## config.mk

```make
export PLATFORM = sky130hd
export DESIGN_NAME = periph_regfile_slave
export DESIGN_NICKNAME = d
export VERILOG_FILES = /design/src/rtl/periph_bus_pkg.sv /design/src/rtl/periph_reg_bank.sv /design/src/rtl/periph_regfile_slave.sv
export SDC_FILE = /design/constraint.sdc
export NUM_CORES = 1
export LEC_CHECK = 0
export CELL_PAD_IN_SITES_DETAIL_PLACEMENT = 0
export CELL_PAD_IN_SITES_GLOBAL_PLACEMENT = 1
export CORE_AREA = 8 8 452 454
export CTS_CLUSTER_DIAMETER = 30
export DETAILED_ROUTE_END_ITERATION = 8
export DIE_AREA = 0 0 460 462
export PLACE_DENSITY_LB_ADDON = 0.1
export SYNTH_ARGS = -nofsm -noshare
export SYNTH_HDL_FRONTEND = slang
export SYNTH_SLANG_ARGS = --single-unit
```

## constraint.sdc

```tcl
create_clock -name clk_i -period 2.1 [get_ports clk_i]
set_input_delay 0.42 -clock clk_i [delete_from_list [all_inputs] [get_ports clk_i]]
set_output_delay 0.42 -clock clk_i [all_outputs]
set_load 0.01 [all_outputs]
```

## src/rtl/periph_bus_pkg.sv

```systemverilog
// Shared types and constants for the cluster peripheral request/response bus.
// Single-cycle decode helpers only; no state lives here.
package periph_bus_pkg;

  typedef enum logic [1:0] {
    IDLE = 2'd0,
    WAIT = 2'd1,
    RESP = 2'd2
  } state_e;

  localparam logic OPC_OK  = 1'b0;
  localparam logic OPC_ERR = 1'b1;
  localparam logic RD      = 1'b1;
  localparam logic WR      = 1'b0;

  // Register index width; a single-register bank still decodes one address bit.
  function automatic int idx_width(input int n);
    return (n > 1) ? $clog2(n) : 1;
  endfunction

endpackage

```

## src/rtl/periph_reg_bank.sv

```systemverilog
// Register storage: byte-enable bus writes merged over full-word hardware updates.
// Updates land on the clock edge; no backpressure, every strobe is accepted.
module periph_reg_bank
  import periph_bus_pkg::*;
#(
  parameter int                     NUM_REGS  = 16,
  parameter int                     IW        = idx_width(NUM_REGS),
  parameter logic [NUM_REGS-1:0]    RO_MASK   = '0,
  parameter logic [NUM_REGS*32-1:0] RESET_VAL = '0
) (
  input  logic                     clk,
  input  logic                     rst_n,
  input  logic                     bus_we,
  input  logic [IW-1:0]            bus_idx,
  input  logic [31:0]              bus_wdata,
  input  logic [3:0]               bus_be,
  input  logic [NUM_REGS-1:0]      hw_we,
  input  logic [NUM_REGS*32-1:0]   hw_wdata,
  output logic [NUM_REGS*32-1:0]   reg_q
);

  for (genvar i = 0; i < NUM_REGS; i++) begin : g_reg
    logic [31:0] q;
    logic [3:0]  bus_hit;

    assign bus_hit = {4{bus_we && (bus_idx == IW'(i)) && !RO_MASK[i]}} & bus_be;
    assign reg_q[32*i +: 32] = q;

    // Bus bytes take priority; untouched bytes fall through to the hw word.
    always_ff @(posedge clk or negedge rst_n) begin
      if (!rst_n) begin
        q <= RESET_VAL[32*i +: 32];
      end else begin
        for (int b = 0; b < 4; b++) begin
          if (bus_hit[b]) begin
            q[8*b +: 8] <= bus_wdata[8*b +: 8];
          end else if (hw_we[i]) begin
            q[8*b +: 8] <= hw_wdata[32*i + 8*b +: 8];
          end
        end
      end
    end
  end

endmodule

```

## src/rtl/periph_regfile_slave.sv

```systemverilog
// Peripheral-bus responder into a register bank; response WAIT_CYCLES+1 cycles after grant.
// Grant withheld while waiting; responses are single-cycle pulses with no response backpressure.
module periph_regfile_slave
  import periph_bus_pkg::*;
#(
  parameter int                     ID_WIDTH    = 9,
  parameter int                     NUM_REGS    = 16,
  parameter int                     WAIT_CYCLES = 0,
  parameter logic [NUM_REGS-1:0]    RO_MASK     = '0,
  parameter logic [NUM_REGS*32-1:0] RESET_VAL   = '0
) (
  input  logic                     clk_i,
  input  logic                     rst_ni,
  input  logic                     req_i,
  input  logic [31:0]              add_i,
  input  logic                     wen_i,
  input  logic [31:0]              wdata_i,
  input  logic [3:0]               be_i,
  input  logic [ID_WIDTH-1:0]      id_i,
  output logic                     gnt_o,
  output logic                     r_valid_o,
  output logic                     r_opc_o,
  output logic [ID_WIDTH-1:0]      r_id_o,
  output logic [31:0]              r_rdata_o,
  output logic [NUM_REGS*32-1:0]   reg_q_o,
  input  logic [NUM_REGS-1:0]      hw_we_i,
  input  logic [NUM_REGS*32-1:0]   hw_wdata_i
);

  localparam int IW = idx_width(NUM_REGS);

  state_e              state;
  logic [3:0]          cnt;
  logic [ID_WIDTH-1:0] lat_id;
  logic                lat_wen;
  logic                lat_err;
  logic [IW-1:0]       lat_idx;

  logic [IW-1:0]       idx;
  logic [IW-1:0]       rd_idx;
  logic [31:0]         rd_word;
  logic                in_range;
  logic                ro_hit;
  logic                err;
  logic                hs;
  logic                bus_we;
  logic                unused_add;

  // The crossbar has already matched the base, so upper address bits are dropped.
  assign idx        = add_i[2 +: IW];
  assign unused_add = ^add_i[31:2+IW];

  always_comb begin
    in_range = 1'b0;
    ro_hit   = 1'b0;
    rd_word  = '0;
    rd_idx   = (state == WAIT) ? lat_idx : idx;
    for (int i = 0; i < NUM_REGS; i++) begin
      if (idx == IW'(i)) begin
        in_range = 1'b1;
        ro_hit   = RO_MASK[i];
      end
      if (rd_idx == IW'(i)) begin
        rd_word = reg_q_o[32*i +: 32];
      end
    end
  end

  assign err    = (|add_i[1:0]) | ~in_range | ((wen_i == WR) & ro_hit);
  assign gnt_o  = req_i & ((state == IDLE) | (state == RESP));
  assign hs     = gnt_o;
  assign bus_we = hs & (wen_i == WR) & ~err;

  periph_reg_bank #(
    .NUM_REGS  (NUM_REGS),
    .IW        (IW),
    .RO_MASK   (RO_MASK),
    .RESET_VAL (RESET_VAL)
  ) u_bank (
    .clk       (clk_i),
    .rst_n     (rst_ni),
    .bus_we    (bus_we),
    .bus_idx   (idx),
    .bus_wdata (wdata_i),
    .bus_be    (be_i),
    .hw_we     (hw_we_i),
    .hw_wdata  (hw_wdata_i),
    .reg_q     (reg_q_o)
  );

  always_ff @(posedge clk_i or negedge rst_ni) begin
    if (!rst_ni) begin
      state     <= IDLE;
      cnt       <= '0;
      lat_id    <= '0;
      lat_wen   <= RD;
      lat_err   <= OPC_OK;
      lat_idx   <= '0;
      r_valid_o <= 1'b0;
      r_opc_o   <= OPC_OK;
      r_id_o    <= '0;
      r_rdata_o <= '0;
    end else begin
      r_valid_o <= 1'b0;
      r_opc_o   <= OPC_OK;
      r_id_o    <= '0;
      r_rdata_o <= '0;
      case (state)
        IDLE, RESP: begin
          if (hs) begin
            lat_id  <= id_i;
            lat_wen <= wen_i;
            lat_idx <= idx;
            lat_err <= err;
            if (WAIT_CYCLES == 0) begin
              // Read data sampled on this edge, so a write one cycle earlier is visible.
              state     <= RESP;
              r_valid_o <= 1'b1;
              r_id_o    <= id_i;
              r_opc_o   <= err ? OPC_ERR : OPC_OK;
              r_rdata_o <= ((wen_i == RD) && !err) ? rd_word : 32'h0;
            end else begin
              state <= WAIT;
              cnt   <= 4'(WAIT_CYCLES - 1);
            end
          end else begin
            state <= IDLE;
          end
        end
        WAIT: begin
          if (cnt == 4'd0) begin
            state     <= RESP;
            r_valid_o <= 1'b1;
            r_id_o    <= lat_id;
            r_opc_o   <= lat_err ? OPC_ERR : OPC_OK;
            r_rdata_o <= ((lat_wen == RD) && !lat_err) ? rd_word : 32'h0;
          end else begin
            cnt <= cnt - 4'd1;
          end
        end
        default: state <= IDLE;
      endcase
    end
  end

endmodule

```

==> Word-level counts from Yosys, hierarchy flattened <==
Index checks and enable logic that the tools add are counted.
{ "totals": {"reg_bits": 576, "in_bits": 609, "output_inout_bits": 556, "wordCells": 405} }
{ "op_classes": {"n_addsub": 1, "n_eq_ne": 33, "mux": 180, "bitwise_logic": 25, "n_reduce_logical": 92} }
{ "ops": {"columns": ["op", "count"], "rows": [
  ["8-bit two-way mux", 128],
  ["32-bit two-way mux", 20],
  ["2-bit nonzero test", 64],
  ["4-bit AND", 16],
  ["4-bit equality test, second input constant", 16],
  ["32-bit case mux with 2 select lines", 1],
  ["4-bit by 3-bit equality test with 1-bit output, second input constant", 8],
  ["1-bit two-way mux", 22],
  ["1-bit logical AND", 18],
  ["9-bit two-way mux", 2],
  ["9-bit case mux with 2 select lines", 1],
  ["4-bit by 2-bit equality test with 1-bit output, second input constant", 4],
  ["4-bit logical NOT", 3],
  ["4-bit by 1-bit equality test with 1-bit output, second input constant", 2],
  ["2-bit two-way mux", 2],
  ["4-bit two-way mux", 1],
  ["1-bit NOT", 4],
  ["1-bit case mux with 2 select lines", 2],
  ["2-bit case mux with 2 select lines", 1],
  ["2-bit AND reduction", 2],
  ["2-bit OR reduction", 2],
  ["4-bit by 1-bit subtractor with 4-bit output, second input constant", 1],
  ["1-bit AND", 3],
  ["2-bit by 1-bit equality test with 1-bit output, second input constant", 1],
  ["other kinds (5)", 7]
]} }

==> Longest topological paths before layout <==
Gate-level depths: netlist of run 1.
{ "depth": {"depth_word": 24, "mapped_depth": 10, "ltp_nobuf": 5} }

==> Modules after synthesis <==
From an unflattened synthesis of run 1, not the netlist that was laid out.
{ "hier_totals": {"hier_cells": 2610, "area_unflattened_um2": 32507.4} }
{ "modules_own_cells": {"columns": ["mod", "instances", "cells_each", "area_per_inst_um2", "seq_area_each_um2"], "rows": [
  ["periph_reg_bank", 1, 1740, 26152.6, 12812.3],
  ["periph_regfile_slave", 1, 870, 6354.8, 1076.0]
]} }

==> Least setup slack after synthesis of run 1 <==
Ideal clock, no wire load.
{ "synth_path": {"kind": "input -> register", "startpoint": "in add_i[2]", "endpoint": "reg r_rdata_o[21]", "setup_ns": 0.124, "arrival_time_ns": 1.691, "required_ns": 1.976, "setup_slack_ns": 0.285, "cell_stages": 7, "n_path_buf": 3, "cell_sequence": "buf_6 buf_4 buf_4 mux2_2 a32oi_1 o221ai_1 o31a_1"} }
{ "synth_between": {"elab_chain_cells": 24, "word_cells_on_any_way": 74, "cone_classes": "eq/ne (30); mux (38); bitwise (2); reduce/logical (4)"} }
{ "synth_lines": {"columns": ["item", "line_no", "rtl"], "rows": [
  ["start: declaration", "periph_regfile_slave.sv:15", "input logic [31:0] add_i,"],
  ["4-bit logical NOT", "periph_regfile_slave.sv:59", "if (idx == IW'(i)) begin"],
  ["1-bit two-way mux (16 in series)", "periph_regfile_slave.sv:59", null],
  ["1-bit NOT", "periph_regfile_slave.sv:69", "assign err = (|add_i[1:0]) | ~in_range | ((wen_i == WR) & ro_hit);"],
  ["1-bit bitwise OR", "periph_regfile_slave.sv:69", null],
  ["1-bit logical NOT", "periph_regfile_slave.sv:121", "r_rdata_o <= ((wen_i == RD) && !err) ? rd_word : 32'h0;"],
  ["1-bit logical AND", "periph_regfile_slave.sv:121", null],
  ["32-bit two-way mux", "periph_regfile_slave.sv:121", null],
  ["32-bit two-way mux", "periph_regfile_slave.sv:110", "if (hs) begin"],
  ["32-bit case mux with 2 select lines *", "periph_regfile_slave.sv:108", "case (state)"],
  ["end signal: assignment", "periph_regfile_slave.sv:121", null],
  ["end signal: assignment", "periph_regfile_slave.sv:136", "r_rdata_o <= ((lat_wen == RD) && !lat_err) ? rd_word : 32'h0;"],
  ["end: declaration", "periph_regfile_slave.sv:24", "output logic [31:0] r_rdata_o,"]
]} }
Mark *: on every way between the ends. The rest lies on a longest branch, timed or not.
A chain may end at the register's enable or synchronous reset.

==> Final worst setup path of run 1 <==
{ "layout_path": {"startpoint": "in req_i", "endpoint": "out gnt_o"} }
{ "layout_between": {"elab_chain_cells": 1} }
{ "layout_lines": {"columns": ["item", "line_no", "rtl"], "rows": [
  ["start: declaration", "periph_regfile_slave.sv:14", "input logic req_i,"],
  ["1-bit AND", "periph_regfile_slave.sv:70", "assign gnt_o = req_i & ((state == IDLE) | (state == RESP));"],
  ["end: declaration", "periph_regfile_slave.sv:20", "output logic gnt_o,"]
]} }
No other way between the ends.

==> impl_table.tex, run 1 <==
\begin{tabular}{lr}
\hline
Metric & Value \\
\hline
\multicolumn{2}{l}{\textbf{Power and ir drop}} \\
Power share of the combinational group & 17.5\% \\
Net switching share of the total power & 29.28\% \\
Total leakage power & 25.44 nW \\
Net Sw Power & 0.01586 W \\
Part of the total power dissipated in sequential elements & 24.5\% \\
Part of the power in the clock network & 58.0\% \\
Cell internal power dissipation & 0.03831 W \\
Post-route total power & 0.05417 W \\
IR Drop Worst-Case VDD & 0.0008114 V \\
Areal power density over the cells & 951.9 nW/um\^{}2 \\
\multicolumn{2}{l}{\textbf{Detailed routing}} \\
Initial DRC Count & 2,284 \\
Initial DRT Pass Iterations & 7 \\
Average detailed-routed wire length per instance & 35.21 um \\
Number of vias after detailed routing & 33,640 \\
Number of nets still failing antenna checks after routing & 0 \\
Via density per instance & 4.352 \\
Total wire length & 272,200 um \\
Number of DRC violations after detailed routing & 0 \\
\multicolumn{2}{l}{\textbf{Critical path}} \\
Worst path cell trace & clkdlybuf4s50\_1 > buf\_4 > clkdlybuf4s50\_1 \\
Worst Setup Start Kind & input port \\
Cell with the biggest individual delay on the critical path & sky130\_fd\_sc\_hd\_\_clkdlybuf4s50\_1 \\
Cell type group with the largest total delay on the critical path & buffers and inverters \\
Dominant cell type by count on the critical path & sky130\_fd\_sc\_hd\_\_clkdlybuf4s50\_1 \\
Critical path buffer and inverter count & 3 \\
Crit Path Class & in2out \\
Maximum fanout encountered on the critical timing path & 6 \\
Setup crit end kind & output pin \\
Data arrival at the endpoint of the critical path & 1630 ps \\
Max incr delay on CP & 550 ps \\
Critical Path RT & 1680 ps \\
\multicolumn{2}{l}{\textbf{Timing}} \\
Portion of the clock cycle consumed by the worst path in the final layout & 97.77\% \\
Setup TNS & 0 ps \\
Worst hold margin & 135.1 ps \\
Headroom to the max-slew limit & 47.19\% \\
Setup repair after global routing missed its margin & false \\
Actual slew at the worst max-slew pin & 783.9 ps \\
Final Hold Vio Count & 0 \\
Clock Skew & 50.78 ps \\
Worst Setup Slack, final & 46.84 ps \\
Max frequency & 0.4871 GHz \\
Final number of max-transition violations & 0 \\
Post-layout min period & 2053 ps \\
Setup-failing EPs final & 0 \\
\multicolumn{2}{l}{\textbf{GRT}} \\
Sum of overflow across all layers after global routing & 0 \\
Global routing usage summed across all routing layers & 24.52\% \\
Largest net degree at the start of global routing & 61 \\
Met2 GRT Util & 44.53\% \\
Global routing's busiest layer & met2 \\
Wire length of the first global-routing pass & 352,300 um \\
Via count of the first global-routing pass & 35,320 \\
Initial antenna violation count & 87 \\
Met3 Use GR & 8.021\% \\
Global Route met1 Usage & 27.46\% \\
\multicolumn{2}{l}{\textbf{Synthesis}} \\
Most area-consuming cells after synthesis & sky130\_fd\_sc\_hd\_\_dfrtp\_1 46\%, sky130\_fd\_sc\_hd\_\_mux2i\_1 19\%, sky130\_fd\_sc\_hd\_\_a21oi\_1 10\% \\
Count leader, synth & sky130\_fd\_sc\_hd\_\_a21oi\_1 \\
Number of enable flip-flop cells after synthesis & 0 \\
Post-synthesis sequential element count & 555 \\
Synth Warn \# & 0 \\
Async S/R FF share, synth & 100.0\% \\
Fraction of the yosys area taken by sequential cells & 45.55\% \\
Synthesized area & 30,490 um\^{}2 \\
Syn\_area\_per\_cell & 9.390 um\^{}2 \\
Most numerous cell types in the synthesized netlist & 611 x sky130\_fd\_sc\_hd\_\_a21oi\_1, 573 x sky130\_fd\_sc\_hd\_\_nor2\_1, 565 x sky130\_fd\_sc\_hd\_\_mux2i\_1 \\
Number of nets in the synthesized netlist & 3,856 \\
Cells after Synth & 3,247 \\
Distinct cell type count of the synthesized netlist & 75 \\
Most area-hungry cell type in the Yosys netlist & sky130\_fd\_sc\_hd\_\_dfrtp\_1 \\
Fraction of post-synthesis cell area in the top cell type by area & 45.55\% \\
Most used flip-flop cell after synthesis & sky130\_fd\_sc\_hd\_\_dfrtp\_1 \\
\multicolumn{2}{l}{\textbf{Floorplan}} \\
Die Height & 462 um \\
Die boundary width & 460 um \\
Die ar. & 212,500 um\^{}2 \\
Top Ports & 1,165 \\
Core area & 196,600 um\^{}2 \\
Effective utilization at floorplan & 15.51\% \\
Row Count & 163 \\
\multicolumn{2}{l}{\textbf{Placed design}} \\
Routability congestion estimate from global placement & 0.8145 \\
Setup Slack @ Placement & -705.0 ps \\
I/O Buffers & 1,138 \\
HPWL reported at the end of detailed placement & 220,600 um \\
\multicolumn{2}{l}{\textbf{Clock tree}} \\
Count of H-tree levels built during CTS & 4 \\
Number of sinks on the clock net & 555 \\
Maximum count of clock buffers along a single path & 3 \\
Clock transition at the registers of the reported paths & 40 ps \\
Clock latency on the worst-skew pair & 830 ps \\
CTS tree & built \\
TritonCTS buffer count & 224 \\
Root Buffer Master & sky130\_fd\_sc\_hd\_\_clkbuf\_16 \\
\multicolumn{2}{l}{\textbf{Finish}} \\
Layout cell share with drive strength beyond 1 & 26.35\% \\
Core occupancy in the finished layout & 28.95\% \\
Area of all sequential standard cells & 14,150 um\^{}2 \\
Filler Cell Count & 20,980 \\
Final net count & 5,490 \\
Layout area overhead & 86.66\% \\
Area of the multi-input gates & 15,180 um\^{}2 \\
\multicolumn{2}{l}{\textbf{Hold path}} \\
Class of the most critical hold timing path & in2reg \\
\multicolumn{2}{l}{\textbf{Outcome}} \\
Outcome & finished, final reports clean \\
\multicolumn{2}{l}{\textbf{Job}} \\
MaxCap Viol Count & 0 \\
\hline
\end{tabular}
power by group through the flow:
stage | clock network [W] | registers [W] | logic (W)
floorplan | 0 | 0.0131 | 0.00266
global placement | 0 | 0.0138 | 0.00963
detailed placement | 0 | 0.0137 | 0.00964
CTS | 0.0320 | 0.0133 | 0.00972
global route | 0.0327 | 0.0134 | 0.0100
finish | 0.0314 | 0.0133 | 0.00946
layer usage:
layer	share of wire, %	vias up	wire length (um)
met2	51	1408	138700
met1	38	16720	104600
met4	2.8	84	7680
met5	0.20	-	536
met3	7.6	390	20760
li1	-	15040	-
through the flow:
stage | instances | instance area [um^2]
final | 7731 | 56910
after detailed placement | 7186 | 48920
after CTS | 7710 | 56890
after global placement | 7186 | 48920
after floorplan | 3247 | 30490
after global routing | 7715 | 56870
cells by family after synthesis:
family,share of synthesized area (%)
AO/OA/AOI/OAI,17.68
AND/OR/NAND/NOR,11.50
buffers and inverters,5.056
multiplexers,20.21
flip-flops,45.55
flip-flops by register name (all words and copies together), names as in the netlist:
signal and flops:
r_valid_o 1, r_id_o 9, u_bank.g.q 512, r_opc_o 1
r_rdata_o 32
worst min-delay path, cell delays in order:
cell and delay, ps:
sky130_fd_sc_hd__buf_4 210, sky130_fd_sc_hd__mux2i_1 190, sky130_fd_sc_hd__a21oi_1 80
cells in the final DEF, fill, tap and decap left out, drive strengths merged, types with 10 or more instances in the layout:
master,n
nand2b,12
buf,611
diode,21
a2111oi,10
o221ai,16
a211oi,16
clkdlybuf4s15,92
mux4,11
and2,15
inv,19
nor3,12
o22ai,57
dlygate4sd2,443
clkinv,44
a31oi,18
mux2i,565
clkdlybuf4s50,562
nand2,110
clkbuf,371
a21oi,611
nor2b,21
a22oi,19
mux2,23
nand3,35
dfrtp,555
nor2,581
a221oi,16
o21ai,112
worst paths after layout:
kind                                                   startpoint                                 to  slack [ps]  cells past startpoint
worst min register to register  u_bank.g_reg[15].q[7]$_DFFE_PN0P_             r_rdata_o[7]$_DFF_PN0_         580                      2
worst max register to register  u_bank.g_reg[3].q[16]$_DFFE_PN0P_            r_rdata_o[16]$_DFF_PN0_         120                      7
worst min-delay path                                   hw_we_i[5]  u_bank.g_reg[5].q[19]$_DFFE_PN0P_         140                      3
min in group asynchronous                                  rst_ni  u_bank.g_reg[1].q[26]$_DFFE_PN0P_         230                      3
worst max-delay path                                        req_i                              gnt_o          50                      3
max in group asynchronous                                  rst_ni  u_bank.g_reg[5].q[12]$_DFFE_PN0P_        1100                      4
layout make-up:
type / count / share of cell area [%]
clock buffer: 364 / 12.09
timing repair buffer: 1717 / 29.47
multi-input combinational: 2370 / 26.67
sequential: 555 / 24.87
clock inverter: 51 / 0.9036
antenna: 21 / 0.09234
tap: 2640 / 5.804
inverter: 13 / 0.08794
timing repair:
action,CTS,global route
hold buffers,1,0
setup endpoints to repair,554,10
gates resized for setup,966,10
endpoints found under the hold margin,292,0
pin swaps,0,0
setup buffers,108,0
No activity file was read; power rests on OpenSTA's default activity.
==> run 2: changes to the inputs <==
--- a/config.mk
+++ b/config.mk
@@ -7,10 +7,10 @@
 export LEC_CHECK = 0
 export CELL_PAD_IN_SITES_DETAIL_PLACEMENT = 0
 export CELL_PAD_IN_SITES_GLOBAL_PLACEMENT = 1
-export CORE_AREA = 8 8 452 454
+export CORE_AREA = 8 8 453 455
 export CTS_CLUSTER_DIAMETER = 30
 export DETAILED_ROUTE_END_ITERATION = 8
-export DIE_AREA = 0 0 460 462
+export DIE_AREA = 0 0 461 463
 export PLACE_DENSITY_LB_ADDON = 0.1
 export SYNTH_ARGS = -nofsm -noshare
 export SYNTH_HDL_FRONTEND = slang
==> impl_table.tex, run 2 (synthesized netlist as in run 1, its figures left out) <==
\begin{tabular}{lr}
\hline
Metric & Value \\
\hline
\multicolumn{2}{l}{\textbf{Critical path}} \\
Cell with the biggest individual delay on the critical path & sky130\_fd\_sc\_hd\_\_dfrtp\_1 \\
Critical path buffer and inverter count & 1 \\
Maximum fanout encountered on the critical timing path & 3 \\
Setup crit end kind & output pin \\
Worst Setup Start Kind & register \\
Cell type group with the largest total delay on the critical path & flip-flops \\
Max incr delay on CP & 470 ps \\
Data arrival at the endpoint of the critical path & 1620 ps \\
Worst path cell trace & dlygate4sd2\_1 \\
Crit Path Class & reg2out \\
Critical Path RT & 1680 ps \\
\multicolumn{2}{l}{\textbf{Power and ir drop}} \\
Total leakage power & 25.49 nW \\
Areal power density over the cells & 947.6 nW/um\^{}2 \\
IR Drop Worst-Case VDD & 0.0008205 V \\
\multicolumn{2}{l}{\textbf{GRT}} \\
Via count of the first global-routing pass & 36,170 \\
Wire length of the first global-routing pass & 358,300 um \\
Initial antenna violation count & 69 \\
Largest net degree at the start of global routing & 55 \\
Global routing usage summed across all routing layers & 24.72\% \\
Sum of overflow across all layers after global routing & 0 \\
\multicolumn{2}{l}{\textbf{Timing}} \\
Setup TNS & 0 ps \\
Post-layout min period & 2042 ps \\
Clock Skew & 45.10 ps \\
Actual slew at the worst max-slew pin & 790.3 ps \\
Setup repair after global routing missed its margin & false \\
Portion of the clock cycle consumed by the worst path in the final layout & 97.23\% \\
Max frequency & 0.4898 GHz \\
Headroom to the max-slew limit & 47.21\% \\
Worst Setup Slack, final & 58.15 ps \\
Final number of max-transition violations & 0 \\
Setup-failing EPs final & 0 \\
Final Hold Vio Count & 0 \\
\multicolumn{2}{l}{\textbf{Clock tree}} \\
Clock latency on the worst-skew pair & 830 ps \\
TritonCTS buffer count & 224 \\
Number of sinks on the clock net & 555 \\
Maximum count of clock buffers along a single path & 3 \\
Clock transition at the registers of the reported paths & 40 ps \\
Root Buffer Master & sky130\_fd\_sc\_hd\_\_clkbuf\_16 \\
CTS tree & built \\
Count of H-tree levels built during CTS & 4 \\
\multicolumn{2}{l}{\textbf{Job}} \\
MaxCap Viol Count & 0 \\
\multicolumn{2}{l}{\textbf{Floorplan}} \\
Top Ports & 1,165 \\
Core area & 198,200 um\^{}2 \\
Die ar. & 213,400 um\^{}2 \\
Row Count & 164 \\
Die boundary width & 461 um \\
Effective utilization at floorplan & 15.38\% \\
Die Height & 463 um \\
\multicolumn{2}{l}{\textbf{Finish}} \\
Filler Cell Count & 21,230 \\
Layout cell share with drive strength beyond 1 & 26.06\% \\
Highest-count cells in the layout ignoring fill and taps & 611 x sky130\_fd\_sc\_hd\_\_a21oi\_1, 571 x sky130\_fd\_sc\_hd\_\_nor2\_1, 565 x sky130\_fd\_sc\_hd\_\_mux2i\_1 \\
Leading registers by flop count & u\_bank.g.q (512), r\_rdata\_o (32), r\_id\_o (9) \\
Largest register by flop count & u\_bank.g.q \\
Final net count & 5,506 \\
Leading cell type in the layout, fill and taps excluded & sky130\_fd\_sc\_hd\_\_a21oi\_1 \\
Layout area overhead & 87.45\% \\
Flip-flop count of the largest register, all copies and words added & 512 \\
\multicolumn{2}{l}{\textbf{Detailed routing}} \\
Total wire length & 274,600 um \\
Number of DRC violations after detailed routing & 0 \\
Number of vias after detailed routing & 33,510 \\
Via density per instance & 4.309 \\
Number of nets still failing antenna checks after routing & 0 \\
Average detailed-routed wire length per instance & 35.32 um \\
Initial DRC Count & 1,987 \\
Initial DRT Pass Iterations & 5 \\
\multicolumn{2}{l}{\textbf{Placed design}} \\
Routability congestion estimate from global placement & 0.8348 \\
HPWL reported at the end of detailed placement & 222,500 um \\
I/O Buffers & 1,138 \\
Setup Slack @ Placement & -793.6 ps \\
\multicolumn{2}{l}{\textbf{Hold path}} \\
Class of the most critical hold timing path & in2reg \\
\multicolumn{2}{l}{\textbf{Outcome}} \\
Outcome & finished, final reports clean \\
\hline
\end{tabular}
run 2: routing by layer:
layer | up-vias | share of wire (%) | GRT usage, %
li1 | 15070 | - | -
met1 | 16780 | 39 | 27.63
met2 | 1293 | 52 | 45.43
met3 | 319 | 7.2 | 7.660
met4 | 40 | 2.4 | 6.067
met5 | - | 0.086 | 0
run 2: metrics by stage:
step	std cells	utilization [%]	hold WS (ps)	instance area [um^2]	power (W)
floorplan	3247	-	124.4	30490	0.01580
global placement	7220	24.81	428.6	49180	0.02354
global route	7748	28.80	85.28	57080	0.05609
CTS	7740	28.79	45.84	57070	0.05503
detailed placement	7220	24.81	416.0	49180	0.02350
finish	7775	28.83	119.2	57150	0.05415
run 2: power breakdown:
group	internal (W)	switching, W	total [W]	leakage [nW]
registers	0.0119	0.00147	0.0133	6.35
clock network	0.0221	0.00918	0.0313	3.61
logic	0.00442	0.00510	0.00952	15.5
total	0.0384	0.0158	0.0542	25.5
run 2: what timing repair did:
action                                  in CTS  in global routing
gates resized for setup                    971                 12
hold endpoints to repair                    72                  0
hold buffers                                 3                  0
setup buffers                              105                  0
endpoints found under the setup margin     557                 12
run 2: worst paths after layout:
kind	to	slack (ps)	cells after the start	startpoint
max	reg_q_o[335]	60	1	u_bank.g_reg[10].q[15]$_DFFE_PN0P_
min	u_bank.g_reg[11].q[26]$_DFFE_PN0P_	120	3	hw_we_i[11]
max reg2reg	r_rdata_o[16]$_DFF_PN0_	90	7	u_bank.g_reg[1].q[16]$_DFFE_PN0P_
min reg2reg	u_bank.g_reg[11].q[27]$_DFFE_PN0P_	590	2	u_bank.g_reg[11].q[27]$_DFFE_PN0P_
max in group asynchronous	u_bank.g_reg[7].q[1]$_DFFE_PN0P_	990	4	rst_ni
min in group asynchronous	u_bank.g_reg[5].q[29]$_DFFE_PN0P_	160	2	rst_ni
run 2: area by class of cell:
type	count	area, um^2	area share, %
repair buffers	1733	17010	29.76
flip-flops and latches	555	14160	24.77
clock inverters	40	498.0	0.8713
well taps	2656	3323	5.815
diodes	35	87.58	0.1532
clock buffers	373	6855	12.00
inverters	13	50.05	0.08757
multi-input cells	2370	15170	26.55
